## config.mk

```make
export PLATFORM = sky130hd
export DESIGN_NAME = load_store_unit
export DESIGN_NICKNAME = d
export VERILOG_FILES = /design/src/rtl/riscv_pkg.sv /design/src/rtl/lsu_align.sv /design/src/rtl/load_store_unit.sv
export SDC_FILE = /design/constraint.sdc
export NUM_CORES = 1
export LEC_CHECK = 0
export CAP_MARGIN = 25
export CORE_MARGIN = 2
export CORE_UTILIZATION = 34
export CTS_BUF_LIST = sky130_fd_sc_hd__clkbuf_4 sky130_fd_sc_hd__clkbuf_8
export CTS_CLUSTER_SIZE = 10
export DETAILED_ROUTE_END_ITERATION = 10
export PLACE_DENSITY = 0.62
export SETUP_SLACK_MARGIN = 0.1
export SLEW_MARGIN = 20
export SYNTH_ARGS = -nofsm -noshare
export SYNTH_HDL_FRONTEND = slang
export SYNTH_SLANG_ARGS = --single-unit
```

## constraint.sdc

```tcl
create_clock -name clk -period 2.26 [get_ports clk]
set_input_delay 0.452 -clock clk [delete_from_list [all_inputs] [get_ports clk]]
set_output_delay 0.452 -clock clk [all_outputs]
set_load 0.03 [all_outputs]
```

## src/rtl/riscv_pkg.sv

```systemverilog
// Shared RISC-V load/store encodings and the load/store unit state type.
package riscv_pkg;

  localparam logic [2:0] F3_LB  = 3'b000;
  localparam logic [2:0] F3_LH  = 3'b001;
  localparam logic [2:0] F3_LW  = 3'b010;
  localparam logic [2:0] F3_LBU = 3'b100;
  localparam logic [2:0] F3_LHU = 3'b101;
  localparam logic [2:0] F3_SB  = 3'b000;
  localparam logic [2:0] F3_SH  = 3'b001;
  localparam logic [2:0] F3_SW  = 3'b010;

  // funct3[1:0] carries the access size; anything other than byte/half is a word.
  localparam logic [1:0] SZ_BYTE = 2'b00;
  localparam logic [1:0] SZ_HALF = 2'b01;

  typedef enum logic [1:0] {IDLE, REQ, WAIT, DONE} lsu_state_t;

endpackage

```

## src/rtl/lsu_align.sv

```systemverilog
// Byte-lane steering for the load/store unit: store enables/data and misalign check,
// plus load lane extraction with sign/zero extension. Purely combinational, no flow control.
module lsu_align
  import riscv_pkg::*;
(
  input  logic [2:0]  req_funct3,
  input  logic [1:0]  req_off,
  input  logic [31:0] wdata,
  output logic [3:0]  be,
  output logic [31:0] wdata_lane,
  output logic        misalign,
  input  logic [2:0]  ld_funct3,
  input  logic [1:0]  ld_off,
  input  logic [31:0] rdata,
  output logic [31:0] rdata_ext
);

  logic [31:0] shifted;

  always_comb begin
    be         = 4'b1111;
    wdata_lane = wdata;
    misalign   = 1'b0;
    case (req_funct3[1:0])
      SZ_BYTE: begin
        be         = 4'b0001 << req_off;
        wdata_lane = {4{wdata[7:0]}};
      end
      SZ_HALF: begin
        be         = 4'b0011 << req_off;
        wdata_lane = {2{wdata[15:0]}};
        misalign   = req_off[0];
      end
      default: misalign = |req_off;
    endcase
  end

  assign shifted = rdata >> {ld_off, 3'b000};

  // funct3[2] marks the unsigned variants; illegal encodings fall through as words.
  always_comb begin
    rdata_ext = shifted;
    case (ld_funct3[1:0])
      SZ_BYTE: rdata_ext = {{24{shifted[7] & ~ld_funct3[2]}}, shifted[7:0]};
      SZ_HALF: rdata_ext = {{16{shifted[15] & ~ld_funct3[2]}}, shifted[15:0]};
      default: rdata_ext = shifted;
    endcase
  end

endmodule

```

## src/rtl/load_store_unit.sv

```systemverilog
// Load/store unit: one valid/ready data-memory access per request, core stalled until DONE.
// Store >= 2 stall cycles, load >= 3; waits on bus_ready_i/bus_rvalid_i, aborts after TIMEOUT.
module load_store_unit
  import riscv_pkg::*;
#(
  parameter int ADDR_W  = 32,
  parameter int DATA_W  = 32,
  parameter int TIMEOUT = 255
) (
  input  logic              clk,
  input  logic              rst_n,
  input  logic              memwrite_i,
  input  logic              memread_i,
  input  logic [2:0]        funct3_i,
  input  logic [ADDR_W-1:0] addr_i,
  input  logic [DATA_W-1:0] wdata_i,
  output logic [DATA_W-1:0] rdata_o,
  output logic              stall_o,
  output logic              misalign_o,
  output logic              bus_err_o,
  output logic              bus_valid_o,
  input  logic              bus_ready_i,
  output logic              bus_we_o,
  output logic [ADDR_W-1:0] bus_addr_o,
  output logic [3:0]        bus_be_o,
  output logic [DATA_W-1:0] bus_wdata_o,
  input  logic              bus_rvalid_i,
  input  logic [DATA_W-1:0] bus_rdata_i
);

  localparam int CNT_W = (TIMEOUT > 0) ? $clog2(TIMEOUT + 1) : 1;

  lsu_state_t        state_q, state_d;
  logic              we_q, err_q;
  logic [ADDR_W-1:0] addr_q;
  logic [3:0]        be_q;
  logic [DATA_W-1:0] wdata_q, rdata_q;
  logic [2:0]        f3_q;
  logic [1:0]        off_q;
  logic [CNT_W-1:0]  cnt_q;

  logic [3:0]        req_be;
  logic [31:0]       req_wdata, ld_data;
  logic              req_mis, req, timeout_hit;
  logic              stall, valid, misalign;

  lsu_align u_align (
    .req_funct3 (funct3_i),
    .req_off    (addr_i[1:0]),
    .wdata      (wdata_i),
    .be         (req_be),
    .wdata_lane (req_wdata),
    .misalign   (req_mis),
    .ld_funct3  (f3_q),
    .ld_off     (off_q),
    .rdata      (bus_rdata_i),
    .rdata_ext  (ld_data)
  );

  assign req         = memwrite_i | memread_i;
  assign timeout_hit = (TIMEOUT != 0) && (cnt_q == CNT_W'(TIMEOUT));

  always_comb begin
    state_d  = state_q;
    stall    = 1'b0;
    valid    = 1'b0;
    misalign = 1'b0;
    case (state_q)
      IDLE: begin
        if (req) begin
          if (req_mis) begin
            misalign = 1'b1;
          end else begin
            stall   = 1'b1;
            state_d = REQ;
          end
        end
      end
      REQ: begin
        stall = 1'b1;
        if (timeout_hit) begin
          state_d = DONE;
        end else begin
          valid = 1'b1;
          if (bus_ready_i) state_d = we_q ? DONE : WAIT;
        end
      end
      WAIT: begin
        stall = 1'b1;
        if (timeout_hit || bus_rvalid_i) state_d = DONE;
      end
      DONE:    state_d = IDLE;
      default: state_d = IDLE;
    endcase
  end

  always_ff @(posedge clk) begin
    if (!rst_n) begin
      state_q <= IDLE;
      we_q    <= 1'b0;
      err_q   <= 1'b0;
      addr_q  <= '0;
      be_q    <= '0;
      wdata_q <= '0;
      rdata_q <= '0;
      f3_q    <= '0;
      off_q   <= '0;
      cnt_q   <= '0;
    end else begin
      state_q <= state_d;
      case (state_q)
        IDLE: begin
          if (state_d == REQ) begin
            we_q    <= memwrite_i;
            addr_q  <= {addr_i[ADDR_W-1:2], 2'b00};
            be_q    <= req_be;
            wdata_q <= req_wdata;
            f3_q    <= funct3_i;
            off_q   <= addr_i[1:0];
            cnt_q   <= '0;
            rdata_q <= '0;
            err_q   <= 1'b0;
          end
        end
        REQ, WAIT: begin
          cnt_q <= cnt_q + CNT_W'(1);
          if (timeout_hit) err_q <= 1'b1;
          else if (state_q == WAIT && bus_rvalid_i) rdata_q <= ld_data;
        end
        default: ;
      endcase
    end
  end

  // Gate with rst_n so an abort is visible in the same cycle reset is asserted.
  assign stall_o     = rst_n & stall;
  assign misalign_o  = rst_n & misalign;
  assign bus_valid_o = rst_n & valid;
  assign bus_we_o    = bus_valid_o & we_q;
  assign bus_addr_o  = bus_valid_o ? addr_q  : '0;
  assign bus_be_o    = bus_valid_o ? be_q    : '0;
  assign bus_wdata_o = bus_valid_o ? wdata_q : '0;
  assign rdata_o     = (state_q == DONE) ? rdata_q : '0;
  assign bus_err_o   = (state_q == DONE) & err_q;

endmodule

```

==> results.sh <==
export IMPL_place_congestion=0.8002
export IMPL_vias=6146
export IMPL_netlist_area_sq_um=5957
export IMPL_drtIter0Drc=451
export IMPL_rows=48
export IMPL_rsz0062_at_grt="yes"
export IMPL_first_pass_iters=5
export IMPL_path_max_fanout=16
export IMPL_violations="negative setup slack"
export IMPL_htreeDepth=4
export IMPL_ys_types=50
export IMPL_worst_pin_slew_ns=0.5982
export IMPL_drive_gt1_share_pct=28.25
export IMPL_hp_class="register to register"
export IMPL_synth_top_area_share_pct=38.65
export IMPL_cp_required_ns=1.81
export IMPL_ys_ff_latch=115
export IMPL_max_freq_mhz=409.5
export IMPL_grt_max_degree=56
export IMPL_syn_to_final_growth_pct=61.02
export IMPL_final_antenna_net_count=0
export IMPL_register_area_sq_um=2320
export IMPL_power_density_nw_per_um2=937.1
export IMPL_maxSlewHeadroom_pct=59.95
export IMPL_fin_crit_sh_pct=108.0
export IMPL_grt_first_pass_wirelength_microns=33130
export IMPL_total_power_w=0.008989
export IMPL_cap_violations=0
export IMPL_multi_input_area_sq_um=3593
export IMPL_hpwl_microns=13970
export IMPL_synth_area_leaders="dfxtp_1, nand2_1, and3_1"
export IMPL_yosysWarnings=0
export IMPL_port_buffers=207
export IMPL_initial_core_util_pct=34.56
export IMPL_grt_ovfl_total=0
export IMPL_die_h_microns=136.4
export IMPL_fin_cells=1209
export IMPL_vdd_drop_max_uv=565.9
export IMPL_synth_top_cells_by_count="nand2_1, dfxtp_1, a21oi_1"
export IMPL_ys_flop_type="dfxtp_1"
export IMPL_wl_per_cell_microns=17.64
export IMPL_layout_setup_ws_ns=-0.1817
export IMPL_startpoint_type="register"
export IMPL_grt_pass1_vias=5897
export IMPL_clkSinkCount=115
export IMPL_core_area_sq_um=17240
export IMPL_synth_cells=739
export IMPL_cts_buffers_inserted=17
export IMPL_yosysTopAreaCell="dfxtp_1"
export IMPL_n_antenna_cell=0
export IMPL_final_hold_viol_count=0
export IMPL_fillers=1586
export IMPL_grt_usage_pct=23.28
export IMPL_ioPinCount=210
export IMPL_ys_async_sr_fraction_pct=0
export IMPL_end_kind="output port"
export IMPL_path_class="register to output port"
export IMPL_syn_avg_cell_area_sq_um=8.061
export IMPL_clk_pin_slew_ns=0.07
export IMPL_finalMaxSlewViolations=0
export IMPL_worstPathArrival_ns=1.99
export IMPL_die_w_microns=136.4
export IMPL_dp_cells=1148
export IMPL_routed_wirelength_microns=21330
export IMPL_antenna_found_initial=0
export IMPL_cts_root_buf="clkbuf_8"
export IMPL_drc=0
export IMPL_layout_nets=1082
export IMPL_clock_latency_ns=0.44
export IMPL_final_util_pct=55.65
export IMPL_yosysMostFrequentCell="nand2_1"
export IMPL_viasPerCell=5.084
export IMPL_p_leak_nw=4.100
export IMPL_timing_final_crit_period_ns=2.442
export IMPL_seq_area_frac_synth_pct=38.65
export IMPL_setup_viol_count_final=68
export IMPL_cts_tree="built"
export IMPL_finClkSkew_ns=0.007809
export IMPL_outcome="complete, but fails checks"
export IMPL_clock_path_buffers=2
export IMPL_die_area_sq_um=18600
export IMPL_synth_edff_count=0
export IMPL_hold_buffers=0
export IMPL_setup_tns_ns=-9.773
==> worst max-delay path: stages (launching register included) <==
cell and delay (ns):
dfxtp_2 0.33, and4_4 0.20, a41oi_4 0.24, buf_6 0.18, buf_12 0.12, buf_16 0.14
and3_1 0.19, buf_6 0.14
==> sequential cells by signal, summed over array words and instances, names as in the netlist <==
| signal | count |
|---|---|
| wdata_q | 32 |
| state_q | 2 |
| rdata_q | 32 |
| off_q | 2 |
| cnt_q | 8 |
| be_q | 4 |
| addr_q | 30 |
| err_q | 1 |
| f3_q | 3 |
| we_q | 1 |
==> cell families after synthesis <==
family                   synth area share, %
AND/OR/NAND/NOR                        26.80
other                                0.06295
AO/OA/AOI/OAI                          19.39
multiplexers                           7.498
buffers and inverters                  5.461
adder cells (fa/ha/maj)                1.260
XOR/XNOR                              0.8822
flip-flops                             38.65
==> cell type report <==
type,instances,area share [%]
multi-input combinational,548,37.46
timing repair buffer,280,30.50
sequential,115,24.18
clock buffer,23,3.170
tap,225,2.935
clock inverter,9,1.318
inverter,9,0.4305
==> cells in the final DEF (no fill, tap or decap), types with 26 or more instances in the layout <==
cell / synthesis / routed
a211oi_1: 26 / 26
a21oi_1: 76 / 76
and2_1: 34 / 33
and3_1: 71 / 41
and3_4: 0 / 29
buf_4: 2 / 93
buf_6: 3 / 56
clkdlybuf4s50_1: 0 / 97
dfxtp_1: 115 / 107
mux2i_1: 39 / 39
nand2_1: 120 / 120
nor2_1: 51 / 49
==> repair_timing <==
action,CTS,global route
resized for setup,115,14
setup endpoints to repair,81,122
pin swaps,23,7
gates cloned,5,0
buffers inserted,19,8
==> layer usage <==
layer | global-route usage (%) | vias to the layer above | part of all wire, %
li1 | - | 3062 | -
met1 | 31.47 | 2867 | 46
met2 | 35.51 | 183 | 46
met3 | 5.667 | 34 | 5.8
met4 | 9.433 | 0 | 2.8
met5 | 0 | - | 0
==> path summary, 6_finish.rpt <==
kind | start | to | slack, ns | depth (start not counted)
worst max register to register | state_q[0] | rdata_q[27] | 0.23 | 7
worst max-delay path | cnt_q[5] | bus_be_o[2] | -0.18 | 7
worst min-delay path | addr_q[2] | addr_q[2] | 0.45 | 2
worst min register to register | addr_q[2] | addr_q[2] | 0.45 | 2
==> power breakdown <==
| group | switching [W] | internal [W] | leakage, nW |
|---|---|---|---|
| Combinational | 0.00217 | 0.00182 | 2.93 |
| Sequential | 0.000300 | 0.00259 | 0.946 |
| Clock | 0.000878 | 0.00123 | 0.222 |
==> metrics by stage <==
step	hold slack [ns]	cell area, sq um	setup WS (ns)
floorplan	0.4269	5988	0.02290
finish	0.4499	9592	-0.1817
global placement	0.4366	8398	-0.3110
CTS	0.4522	9544	-0.1919
detailed placement	0.4418	8398	-0.3486
global route	0.4676	9592	-0.2534
(Power assumes the default switching activity.)
